$ cat config.mk
export PLATFORM = sky130hd
export DESIGN_NAME = ascon_perm_ctrl
export DESIGN_NICKNAME = d
export VERILOG_FILES = /design/src/rtl/ascon_perm_ctrl.sv
export SDC_FILE = /design/constraint.sdc
export NUM_CORES = 1
export LEC_CHECK = 0
export CAP_MARGIN = 10
export CORE_AREA = 2 2 253 255
export CTS_BUF_LIST = sky130_fd_sc_hd__clkbuf_4 sky130_fd_sc_hd__clkbuf_8
export CTS_CLUSTER_SIZE = 16
export DETAILED_ROUTE_END_ITERATION = 16
export DIE_AREA = 0 0 255 257
export PLACE_DENSITY_LB_ADDON = 0.1
export SLEW_MARGIN = 15
export SYNTH_ARGS = -nofsm -noshare
export SYNTH_HDL_FRONTEND = slang
export SYNTH_SLANG_ARGS = --single-unit
$ cat constraint.sdc
create_clock -name clk_i -period 2.6 [get_ports clk_i]
set_clock_uncertainty 0.1 [all_clocks]
set_input_delay 0.52 -clock clk_i [delete_from_list [all_inputs] [get_ports clk_i]]
set_output_delay 0.52 -clock clk_i [all_outputs]
set_load 0.05 [all_outputs]
$ cat src/rtl/ascon_perm_ctrl.sv
// Ascon permutation controller: constant addition and linear layer in place, S-box layer
// streamed through an external bit-sliced S-box `width` bits per cycle.
module ascon_perm_ctrl #(
  parameter int width = 1
) (
  input  logic             clk_i,
  input  logic             rst_ni,
  input  logic             start_i,
  input  logic [3:0]       rounds_i,
  input  logic [319:0]     state_i,
  output logic             busy_o,
  output logic             done_o,
  output logic [319:0]     state_o,
  output logic [width-1:0] sb_x0_o,
  output logic [width-1:0] sb_x1_o,
  output logic [width-1:0] sb_x2_o,
  output logic [width-1:0] sb_x3_o,
  output logic [width-1:0] sb_x4_o,
  input  logic [width-1:0] sb_x0_i,
  input  logic [width-1:0] sb_x1_i,
  input  logic [width-1:0] sb_x2_i,
  input  logic [width-1:0] sb_x3_i,
  input  logic [width-1:0] sb_x4_i
);

  localparam int N = 64 / width;
  localparam logic [6:0] SUB_LAST = 7'(N - 1);

  typedef enum logic [2:0] {IDLE, CONST, SUB, LIN, DONE} state_t;

  state_t           st, st_nxt;
  logic [63:0]      x      [5];
  logic [width-1:0] sb_ret [5];
  logic [6:0]       sub_cnt;
  logic [3:0]       rnd;

  function automatic logic [63:0] ror(input logic [63:0] v, input int n);
    return (v >> n) | (v << (64 - n));
  endfunction

  function automatic logic [63:0] lin(input int k, input logic [63:0] v);
    logic [63:0] r;
    case (k)
      0:       r = v ^ ror(v, 19) ^ ror(v, 28);
      1:       r = v ^ ror(v, 61) ^ ror(v, 39);
      2:       r = v ^ ror(v, 1)  ^ ror(v, 6);
      3:       r = v ^ ror(v, 10) ^ ror(v, 17);
      default: r = v ^ ror(v, 7)  ^ ror(v, 41);
    endcase
    return r;
  endfunction

  // Out-of-range round counts run the full 12 rounds.
  function automatic logic [3:0] first_rnd(input logic [3:0] r);
    if (r == 4'd0 || r > 4'd12) return 4'd0;
    return 4'd12 - r;
  endfunction

  function automatic logic [7:0] rc(input logic [3:0] i);
    return {4'd15 - i, i};
  endfunction

  // After N shifts every word is back in its original bit alignment.
  function automatic logic [63:0] sub_shift(input logic [63:0] w, input logic [width-1:0] s);
    logic [64+width-1:0] cat;
    cat = {s, w};
    return cat[64+width-1:width];
  endfunction

  assign sb_ret[0] = sb_x0_i;
  assign sb_ret[1] = sb_x1_i;
  assign sb_ret[2] = sb_x2_i;
  assign sb_ret[3] = sb_x3_i;
  assign sb_ret[4] = sb_x4_i;

  assign sb_x0_o = x[0][width-1:0];
  assign sb_x1_o = x[1][width-1:0];
  assign sb_x2_o = x[2][width-1:0];
  assign sb_x3_o = x[3][width-1:0];
  assign sb_x4_o = x[4][width-1:0];

  assign state_o = {x[0], x[1], x[2], x[3], x[4]};

  always_ff @(posedge clk_i or negedge rst_ni) begin
    if (!rst_ni) st <= IDLE;
    else         st <= st_nxt;
  end

  always_comb begin
    st_nxt = st;
    busy_o = 1'b0;
    done_o = 1'b0;
    case (st)
      IDLE:  if (start_i) st_nxt = CONST;
      CONST: begin
        busy_o = 1'b1;
        st_nxt = SUB;
      end
      SUB: begin
        busy_o = 1'b1;
        if (sub_cnt == SUB_LAST) st_nxt = LIN;
      end
      LIN: begin
        busy_o = 1'b1;
        st_nxt = (rnd == 4'd11) ? DONE : CONST;
      end
      DONE: begin
        done_o = 1'b1;
        st_nxt = IDLE;
      end
      default: st_nxt = IDLE;
    endcase
  end

  always_ff @(posedge clk_i or negedge rst_ni) begin
    if (!rst_ni) begin
      for (int k = 0; k < 5; k++) x[k] <= '0;
      sub_cnt <= '0;
      rnd     <= '0;
    end else begin
      case (st)
        IDLE: if (start_i) begin
          for (int k = 0; k < 5; k++) x[k] <= state_i[64*(4-k) +: 64];
          rnd     <= first_rnd(rounds_i);
          sub_cnt <= '0;
        end
        CONST: x[2] <= x[2] ^ {56'd0, rc(rnd)};
        SUB: begin
          for (int k = 0; k < 5; k++) x[k] <= sub_shift(x[k], sb_ret[k]);
          sub_cnt <= (sub_cnt == SUB_LAST) ? 7'd0 : sub_cnt + 7'd1;
        end
        LIN: begin
          for (int k = 0; k < 5; k++) x[k] <= lin(k, x[k]);
          rnd <= rnd + 4'd1;
        end
        default: ;
      endcase
    end
  end

endmodule

==> impl_results.md <==
- Status: completed
- PortBufs: 658
- Reg2Reg Launch Point: st[0]$_DFFE_PN0P_
- Critical path required time: 1980 ps
- Final HPWL from detailed placement: 80,900 µm
- DR pass1 iterations: 7
- FP Rows: 92
- Largest net degree at the start of global routing: 257
- Crit path capture type: primary output
- Initial antenna violation count: 25
- Core area: 62,700 µm²
- Reg2reg path depth: 7
- Pre-CTS WS: 265 ps
- Synthesized instance count: 3,001
- Die Span Y: 257 µm
- DRC: 0
- Yosys reg bits: 334
- Cell family with most CP delay: buffers and inverters
- Final Critical Period: 2580 ps
- EDFF count, synth: 0
- Detail Route Antenna Nets: 0
- Top FF cell, synth: dfrtp_1
- Post-Syn Area: 24,900 µm²
- Hold Fails Final Rpt: 0
- Count leader, synth: a21oi_1
- End of the worst register-to-register path: state_o[15]$_DFFE_PN0P_
- HP Class: in -> async
- Fmax: 0.387 GHz
- Initial core utilization: 0.397
- CP Buf/Inv Count: 1
- Layout cells sized above 1: 0.0807
- CP Class: reg -> out
- CP max stage cell: clkdlybuf4s50_1
- Setup violations, final: 0
- Total track usage: 0.343
- Die ar.: 65,500 µm²
- Max-slew violation count: 0
- Critical path launch point type: flip-flop
- Tcrit/Tclk final: 0.994
- Vias: 28,111
- Grt ovf: 0
- Area contributors post-synth: dfrtp_1, a21oi_1, xor2_1, a221oi_1, o31ai_1
- Syn avg cell area: 8.30 µm²
- CP arrival: 1960 ps
- CTS Buffer Depth: 3
- Routed len/inst: 26.2 µm
- FF-to-FF setup slack: 210 ps
- Yosys Warn Count: 0
- Fillers: 5,871
- CTS Buf Count: 70
- Setup tns final: 0 ps
- CP max FO: 2
- Peak supply drop: 299 µV
- PD cells: 441 nW/µm²
- Sequential area share after synthesis: 0.335
- Synth cell types: 54
- Post-Syn Nets: 3,336
- # IOs: 659
- Synth-to-layout area growth: 35.3%
- CP Cell Sequence: clkdlybuf4s50_1
- Slew @ Worst Pin: 1070 ps
- Synth async-reset ratio: 1.00
- Clk_lat worst skew: 660 ps
- Nets: 3,872
- First-pass GRT wire length: 174,000 µm
- Cell taking the most area after synthesis: dfrtp_1
- Post-synth top cells: a21oi_1, o21ai_0, dfrtp_1, nor2_1, o31ai_1
- Max stage delay on crit path: 860 ps
- Initial DRC Count: 3,032
- Worst-path clk slew: 50 ps
- Die X-Extent: 255 µm
- Routed wire length: 117,000 µm
- Routability Congestion: 0.927
- Final worst slack: 15.5 ps
- Worst slew margin: 0.285
- RSZ-0062 raised after global routing: no
- Vias in the first global route: 26,648
- Clk root buf: clkbuf_8
- Clock sinks: 334
- Total area of sequential cells: 8370 µm²
- Synth top area share: 0.335
- CTS tree: done
- Leak: 0.0133 µW
- H-tree Lvls: 3
- DR vias/cell: 6.32
- Max cap viols: 0
- Area occupied by multi-input gates: 15,100 µm²
## power by group
group	internal [µW]	total (µW)	switching (µW)
sequential	5420	5940	519
clock	3270	5870	2610
combinational	1230	3070	1830
## through the flow
step | util | hold slack (ps) | instance area [µm²] | total power (µW) | instances
3_3_place_gp | 0.519 | 395 | 32500 | 9140 | 4306
2_1_floorplan | - | 124 | 24900 | 7410 | 3001
4_1_cts | 0.537 | 296 | 33700 | 15000 | 4428
6_report | 0.538 | 281 | 33700 | 14900 | 4448
3_5_place_dp | 0.519 | 405 | 32500 | 9170 | 4306
5_1_grt | 0.537 | 297 | 33700 | 15400 | 4437
## final cells by class
class | instances | share of cell area
multi-input combinational | 2335 | 0.449
sequential | 334 | 0.248
timing repair buffer | 791 | 0.228
clock buffer | 111 | 0.0401
tap | 846 | 0.0314
antenna | 20 | 0.00148
clock inverter | 6 | 0.00119
inverter | 5 | 0.000779
## state kept, by name (all words and copies together) (netlist names)
name	cells
sb_x4_o	1
sub_cnt	7
state_o	315
st	3
sb_x0_o	1
sb_x2_o	1
rnd	4
sb_x3_o	1
sb_x1_o	1
## placed cells by master, fill, tap and decap left out, types with 3 or more instances in the layout
cell type | synthesis | final
a21oi_1 | 579 | 579
clkdlybuf4s50_1 | 0 | 381
o21ai_0 | 371 | 371
dfrtp_1 | 334 | 331
nor2_1 | 274 | 274
o31ai_1 | 264 | 264
xor2_1 | 263 | 263
a221oi_1 | 258 | 258
dlygate4sd2_1 | 0 | 248
buf_4 | 30 | 119
clkbuf_8 | 0 | 83
xnor2_1 | 72 | 72
a22o_1 | 56 | 56
a21o_1 | 55 | 55
nand4bb_1 | 53 | 53
buf_12 | 0 | 38
clkbuf_4 | 0 | 28
diode_2 | 0 | 20
nand2_1 | 12 | 12
o21ai_1 | 9 | 8
nor2b_1 | 9 | 8
nand3_1 | 7 | 7
a211oi_1 | 6 | 6
inv_1 | 4 | 4
clkinvlp_4 | 0 | 4
nand4_1 | 3 | 3
nor3_1 | 4 | 3
a211o_1 | 3 | 3
ha_1 | 3 | 3
dfrtp_4 | 0 | 3
## logic make-up after synthesis
kind of cell,share of synthesized area
xor+xnor,0.118
fa+ha+maj,0.00151
compound gates,0.408
flops,0.335
buf+inv,0.0594
simple gates,0.0776
mux,0.000402
## how the worst max path moves through the flow
stage,startpoint,to,slack (ps),cells after the start
after floorplan,st[1]$_DFFE_PN0P_,done_o,250,6
after global placement,start_i,state_o[215]$_DFFE_PN0P_,360,5
after detailed placement,start_i,state_o[101]$_DFFE_PN0P_,270,5
after CTS,state_o[68]$_DFFE_PN0P_,state_o[68],0.1,1
after global routing,st[2]$_DFFE_PN0P_,done_o,2,3
final,state_o[69]$_DFFE_PN0P_,state_o[69],20,1
## repair_timing
action	CTS	global route
resized for setup	249	3
setup buffers	4	0
endpoints found under the setup margin	249	3
hold buffers	1	0
hold endpoints to repair	39	0
## metal layers
layer,global-route usage,share of wire,vias up
li1,-,-,12510
met1,0.448,0.40,13774
met2,0.535,0.46,1497
met3,0.0781,0.089,310
met4,0.160,0.049,20
met5,0,0.0010,-
No activity file was read; power rests on OpenSTA's default activity.
